### config.mk
export PLATFORM = sky130hd
export DESIGN_NAME = pixel_mix_sequencer
export DESIGN_NICKNAME = d
export VERILOG_FILES = /design/src/rtl/ppu_mix_pkg.sv /design/src/rtl/mix_tag_pipe.sv /design/src/rtl/pixel_mix_sequencer.sv
export SDC_FILE = /design/constraint.sdc
export NUM_CORES = 1
export LEC_CHECK = 0
export ABC_AREA = 1
export BUFFER_PORTS_ARGS = -buffer_cell sky130_fd_sc_hd__buf_2
export CAP_MARGIN = 20
export CORE_MARGIN = 4
export CORE_UTILIZATION = 46
export CTS_BUF_LIST = sky130_fd_sc_hd__clkbuf_4 sky130_fd_sc_hd__clkbuf_8
export DETAILED_ROUTE_END_ITERATION = 6
export PLACE_DENSITY = 0.69
export SLEW_MARGIN = 20
export SYNTH_ARGS = -nofsm -noshare
export SYNTH_HDL_FRONTEND = slang
export SYNTH_SLANG_ARGS = --single-unit
### constraint.sdc
create_clock -name clk -period 3.7 [get_ports clk]
set_input_delay 0.37 -clock clk [delete_from_list [all_inputs] [get_ports clk]]
set_output_delay 0.37 -clock clk [all_outputs]
set_load 0.005 [all_outputs]
### src/rtl/ppu_mix_pkg.sv
`default_nettype none
// ---------------------------------------------------------------------------
// ppu_mix_pkg : shared constants and types for the pixel mix sequencer
// Revision    : 1.0
// ---------------------------------------------------------------------------
package ppu_mix_pkg;

  localparam int NUM_PIXELS = 320;
  localparam int ADDR_W     = 9;

  localparam logic [ADDR_W-1:0] LAST_PIXEL = ADDR_W'(NUM_PIXELS - 1);

  typedef enum logic [1:0] {
    IDLE     = 2'd0,
    WAIT_ENG = 2'd1,
    SWEEP    = 2'd2,
    DRAIN    = 2'd3
  } mix_state_t;

  typedef struct packed {
    logic              vld;
    logic [ADDR_W-1:0] addr;
  } mix_tag_t;

endpackage
`default_nettype wire

### src/rtl/mix_tag_pipe.sv
`default_nettype none
// ---------------------------------------------------------------------------
// mix_tag_pipe : RD_LATENCY-deep (valid, addr) delay line with sync flush
// Revision     : 1.0
// ---------------------------------------------------------------------------
module mix_tag_pipe
  import ppu_mix_pkg::*;
#(
  parameter int RD_LATENCY = 1
) (
  input  logic     clk,
  input  logic     flush,
  input  mix_tag_t tag_in,
  output mix_tag_t tag_out
);

  mix_tag_t [RD_LATENCY-1:0] stage;

  always_ff @(posedge clk) begin
    if (flush) begin
      stage <= '0;
    end else begin
      stage[0] <= tag_in;
      for (int i = 1; i < RD_LATENCY; i++) begin
        stage[i] <= stage[i-1];
      end
    end
  end

  assign tag_out = stage[RD_LATENCY-1];

endmodule
`default_nettype wire

### src/rtl/pixel_mix_sequencer.sv
`default_nettype none
// ---------------------------------------------------------------------------
// pixel_mix_sequencer : per-scanline sweep of the pixel mixer datapath.
//                       Optional overrun counter: PIXEL_MIX_OVERRUN_CNT_EN
// Revision            : 1.0
// ---------------------------------------------------------------------------
module pixel_mix_sequencer
  import ppu_mix_pkg::*;
#(
  parameter int RD_LATENCY = 1,
  parameter int NUM_ENG    = 3
) (
  input  logic               clk,
  input  logic               reset,
  input  logic               rowbuf_swap,
  input  logic [NUM_ENG-1:0] engines_done,
  output logic [ADDR_W-1:0]  pixel_addr,
  output logic               mix_valid,
  output logic               wr_en,
  output logic [ADDR_W-1:0]  wr_addr,
  output logic               mix_busy,
  output logic               mix_done
`ifdef PIXEL_MIX_OVERRUN_CNT_EN
  ,
  output logic [15:0]        overrun_cnt
`endif
);

  mix_state_t state;
  mix_tag_t   tag_in;
  mix_tag_t   tag_out;
  logic       overrun;

  // A swap outside IDLE abandons the current line.
  assign overrun = rowbuf_swap && (state != IDLE);

  assign tag_in.vld  = (state == SWEEP);
  assign tag_in.addr = pixel_addr;

  mix_tag_pipe #(
    .RD_LATENCY(RD_LATENCY)
  ) u_tag_pipe (
    .clk    (clk),
    .flush  (reset || overrun),
    .tag_in (tag_in),
    .tag_out(tag_out)
  );

  assign mix_valid = tag_out.vld;
  assign wr_en     = tag_out.vld;
  assign wr_addr   = tag_out.addr;

  always_ff @(posedge clk) begin
    if (reset) begin
      state      <= IDLE;
      pixel_addr <= '0;
      mix_busy   <= 1'b0;
      mix_done   <= 1'b0;
    end else begin
      mix_done <= 1'b0;
      if (overrun) begin
        state      <= WAIT_ENG;
        pixel_addr <= '0;
      end else begin
        case (state)
          IDLE: begin
            if (rowbuf_swap) begin
              state    <= WAIT_ENG;
              mix_busy <= 1'b1;
            end
          end
          WAIT_ENG: begin
            if (&engines_done) begin
              state <= SWEEP;
            end
          end
          SWEEP: begin
            if (pixel_addr == LAST_PIXEL) begin
              state <= DRAIN;
            end else begin
              pixel_addr <= pixel_addr + ADDR_W'(1);
            end
          end
          DRAIN: begin
            // The last column leaving the delay line ends the line.
            if (wr_en && (wr_addr == LAST_PIXEL)) begin
              state      <= IDLE;
              mix_busy   <= 1'b0;
              mix_done   <= 1'b1;
              pixel_addr <= '0;
            end
          end
          default: begin
            state    <= IDLE;
            mix_busy <= 1'b0;
          end
        endcase
      end
    end
  end

`ifdef PIXEL_MIX_OVERRUN_CNT_EN
  always_ff @(posedge clk) begin
    if (reset) begin
      overrun_cnt <= '0;
    end else if (overrun && (overrun_cnt != 16'hFFFF)) begin
      overrun_cnt <= overrun_cnt + 16'd1;
    end
  end
`endif

endmodule
`default_nettype wire
==> impl_summary.log <==
[metrics] Die Span X: 60.3 um
[metrics] global-route usage over all layers: 14.8%
[metrics] number of clock sinks: 23
[metrics] relative slew slack: 79.2%
[metrics] Post-synth top cells: 35 x nand2_1, 28 x nor2_1, 23 x dfxtp_1, 22 x inv_1, 15 x nand3_1
[metrics] actual transition at the worst max-transition pin: 0.312 ns
[metrics] total congestion overflow after global routing: 0
[metrics] vias in the first global route: 992
[metrics] fraction of final layout cells sized beyond drive strength 1: 26.0%
[metrics] power per cell area: 461 nW/um^2
[metrics] result of the run: complete, no violations
[metrics] hold depth: 2
[metrics] sequential-to-total area share from yosys stat: 36.5%
[metrics] vias after detailed routing: 1,098
[metrics] met1 global-route usage: 18.0%
[metrics] number of clock buffers inserted by TritonCTS: 3
[metrics] number of enable flip-flop cells after synthesis: 0
[metrics] stage delay of the slowest cell on the critical path: 0.40 ns
[metrics] fraction of registers with async set or reset after synthesis: 0%
[metrics] top-level port count: 28
[metrics] effective utilization at floorplan: 49.5%
[metrics] largest net degree at the start of global routing: 15
[metrics] y dimension of the die: 60.3 um
[metrics] pre-CTS setup slack: 1.95 ns
[metrics] Layout fillers: 270
[metrics] cell-by-cell trace of the critical path: inv_1 > ha_1 > nor2_2 > nor2_2 > inv_2 > nor2_2 > nand3_1 > o21ai_0 > o21ai_1 > inv_1
[metrics] leading cell types by total area after synthesis: dfxtp_1 37%, nand2_1 10%, nor2_1 8.3%
[metrics] syn nets: 185
[metrics] antenna violations before repair: 0
[metrics] Peak supply drop: 293 uV
[metrics] setup repair after global routing missed its margin: false
[metrics] Clock Tree Buf Depth: 2
[metrics] area of the core: 2540 um^2
[metrics] Worst-path clk slew: 0.12 ns
[metrics] grt met3 use: 4.68%
[metrics] number of buffers added to fix hold violations after cts: 0
[metrics] highest-delay cell along the critical path: dfxtp_1
[metrics] post-synthesis cell count: 173
[metrics] number of nets still failing antenna checks after routing: 0
[metrics] predominant post-synthesis flop cell: dfxtp_1
[metrics] Most Used Layer, Global Route: met2
[metrics] final worst-path setup slack: 1.94 ns
[metrics] arrival time of data at the critical path endpoint: 1.99 ns
[metrics] maximum level of the CTS H-tree: 1
[metrics] Starting DRT DRC Count: 23
[metrics] Final setup viols: 0
[metrics] latest clock arrival within the worst-skew pair: 0.31 ns
[metrics] via density per instance: 4.95
[metrics] flip-flop and latch count after synthesis: 23
[metrics] peak clock frequency supported by timing: 568 MHz
[metrics] leakage: 0.000674 uW
[metrics] final clock skew: 0.00191 ns
[metrics] max-slew violations: 0
[metrics] Mean Syn Cell Area: 7.28 um^2
[metrics] post-detailed-routing wire length: 2480 um
[metrics] placer's final routability congestion estimate: 0.785
[metrics] Top cell by count, worst path: nor2_2
[metrics] clock tree from TritonCTS: yes
[metrics] critical path class: reg -> reg
[metrics] DRC Markers: 0
[metrics] number of resized instances in the post-cts repair step: 0
[metrics] Synth top area share: 36.5%
[metrics] clock root buffer master: clkbuf_4
[metrics] Ant. Diodes: 0
[metrics] max_cap viols: 0
[metrics] number of cell instances on the worst register-to-register path: 10
[metrics] Detailed Place HPWL: 1990 um
[metrics] post-detailed-route wirelength per cell: 11.2 um
[metrics] most instantiated library cell after synthesis: nand2_1
[metrics] Fin. Hold Viols: 0
[metrics] type of the worst min-delay path: in -> reg
[metrics] number of port buffers: 27
[metrics] number of iterations in the first detailed-routing pass: 4
[metrics] number of setup buffers added after CTS: 0
[metrics] FP Rows: 18
[metrics] Nets: 205
[metrics] Total Die Area: 3640 um^2
[metrics] number of warnings printed during yosys synthesis: 0
[metrics] synthesized cell area: 1260 um^2
[metrics] Netlist cell types: 21
[metrics] first-pass GRT wire length: 4140 um
[metrics] post-route fraction of the period consumed by the critical path: 47.6%
[metrics] minimum clock period after layout: 1.76 ns
[metrics] capturing element type of the critical path: flop
[metrics] Total Neg Setup Slack: 0 ns
[metrics] layout overhead on the synthesized area: 8.14%
[metrics] highest fanout seen on the critical path: 14
[metrics] cell taking the most area after synthesis: dfxtp_1
[metrics] crit start category: flop
[metrics] met2 track utilization from global routing: 25.8%
[metrics] data required time of the critical path: 3.92 ns
metal layers:
| metal | vias up | share of wire, % |
|---|---|---|
| met3 | 2 | 6.3 |
| met1 | 509 | 47 |
| met4 | 0 | 0.57 |
| met2 | 25 | 46 |
| li1 | 562 | - |
| met5 | - | 0 |
critical path, delay by kind of cell, from the launching register on:
kind                       cells  cell delay, ns
and+or+nand+nor                4            0.49
AOI/OAI and AO/OA              2            0.18
DFF                            1            0.40
adders and majority gates      1            0.23
buffers and inverters          3            0.38
cell families (layout without fill, tap and decap cells):
kind of cell	Yosys count	in the layout	synth area share [%]
and+or+nand+nor	91	91	33.7
buffers and inverters	38	57	15.5
AOI/OAI and AO/OA	14	14	7.65
DFF	23	23	36.5
adders and majority gates	6	6	5.96
xor gates and xnor gates	1	1	0.695
registers in the layout, indices dropped and copies added, names as in the netlist:
name and count:
u_tag_pipe.tag_out 10, pixel_addr 9, state 2, mix_busy 1, mix_done 1
power breakdown:
| group | internal, uW | leakage, uW | switching, uW | total, uW |
|---|---|---|---|---|
| Combinational | 82.7 | 0.000470 | 147 | 230 |
| Clock | 40.5 | 0.0000177 | 74.2 | 115 |
| Sequential | 267 | 0.000186 | 17.2 | 284 |
final cells by class:
type	count	area, um^2	share of cell area [%]
Multi-Input combinational cell	112	604	44.4
Clock buffer	3	22.5	1.65
Tap cell	30	37.5	2.75
Timing Repair Buffer	27	135	9.92
Clock inverter	1	5.00	0.367
Inverter	26	97.6	7.16
Sequential cell	23	460	33.8
per-stage QoR:
stage               hold slack [ns]  cells  power (uW)  area (um^2)  util, %
floorplan                     0.439    173         478         1260        -
global placement              0.444    218         512         1340     52.5
detailed placement            0.454    218         518         1340     52.5
CTS                           0.241    222         632         1360     53.5
global route                  0.241    222         677         1360     53.5
finish                        0.247    222         629         1360     53.5
cells in the final DEF (no fill, tap or decap), types with 4 or more instances in the layout:
cell type,n
nand2_1,35
nor2_1,28
buf_2,27
dfxtp_1,23
inv_1,22
nand3_1,15
ha_1,6
inv_2,4
nand2_4,4
a21oi_1,4
a21oi_2,4
path summary, 6_finish.rpt:
check        startpoint       endpoint  slack (ns)
max            state[0]  pixel_addr[0]        1.94
min               reset       mix_busy        0.25
max reg2reg    state[0]  pixel_addr[0]        1.94
min reg2reg    mix_busy       mix_busy        0.48
Note: power is estimated with default switching activity, not from simulation.
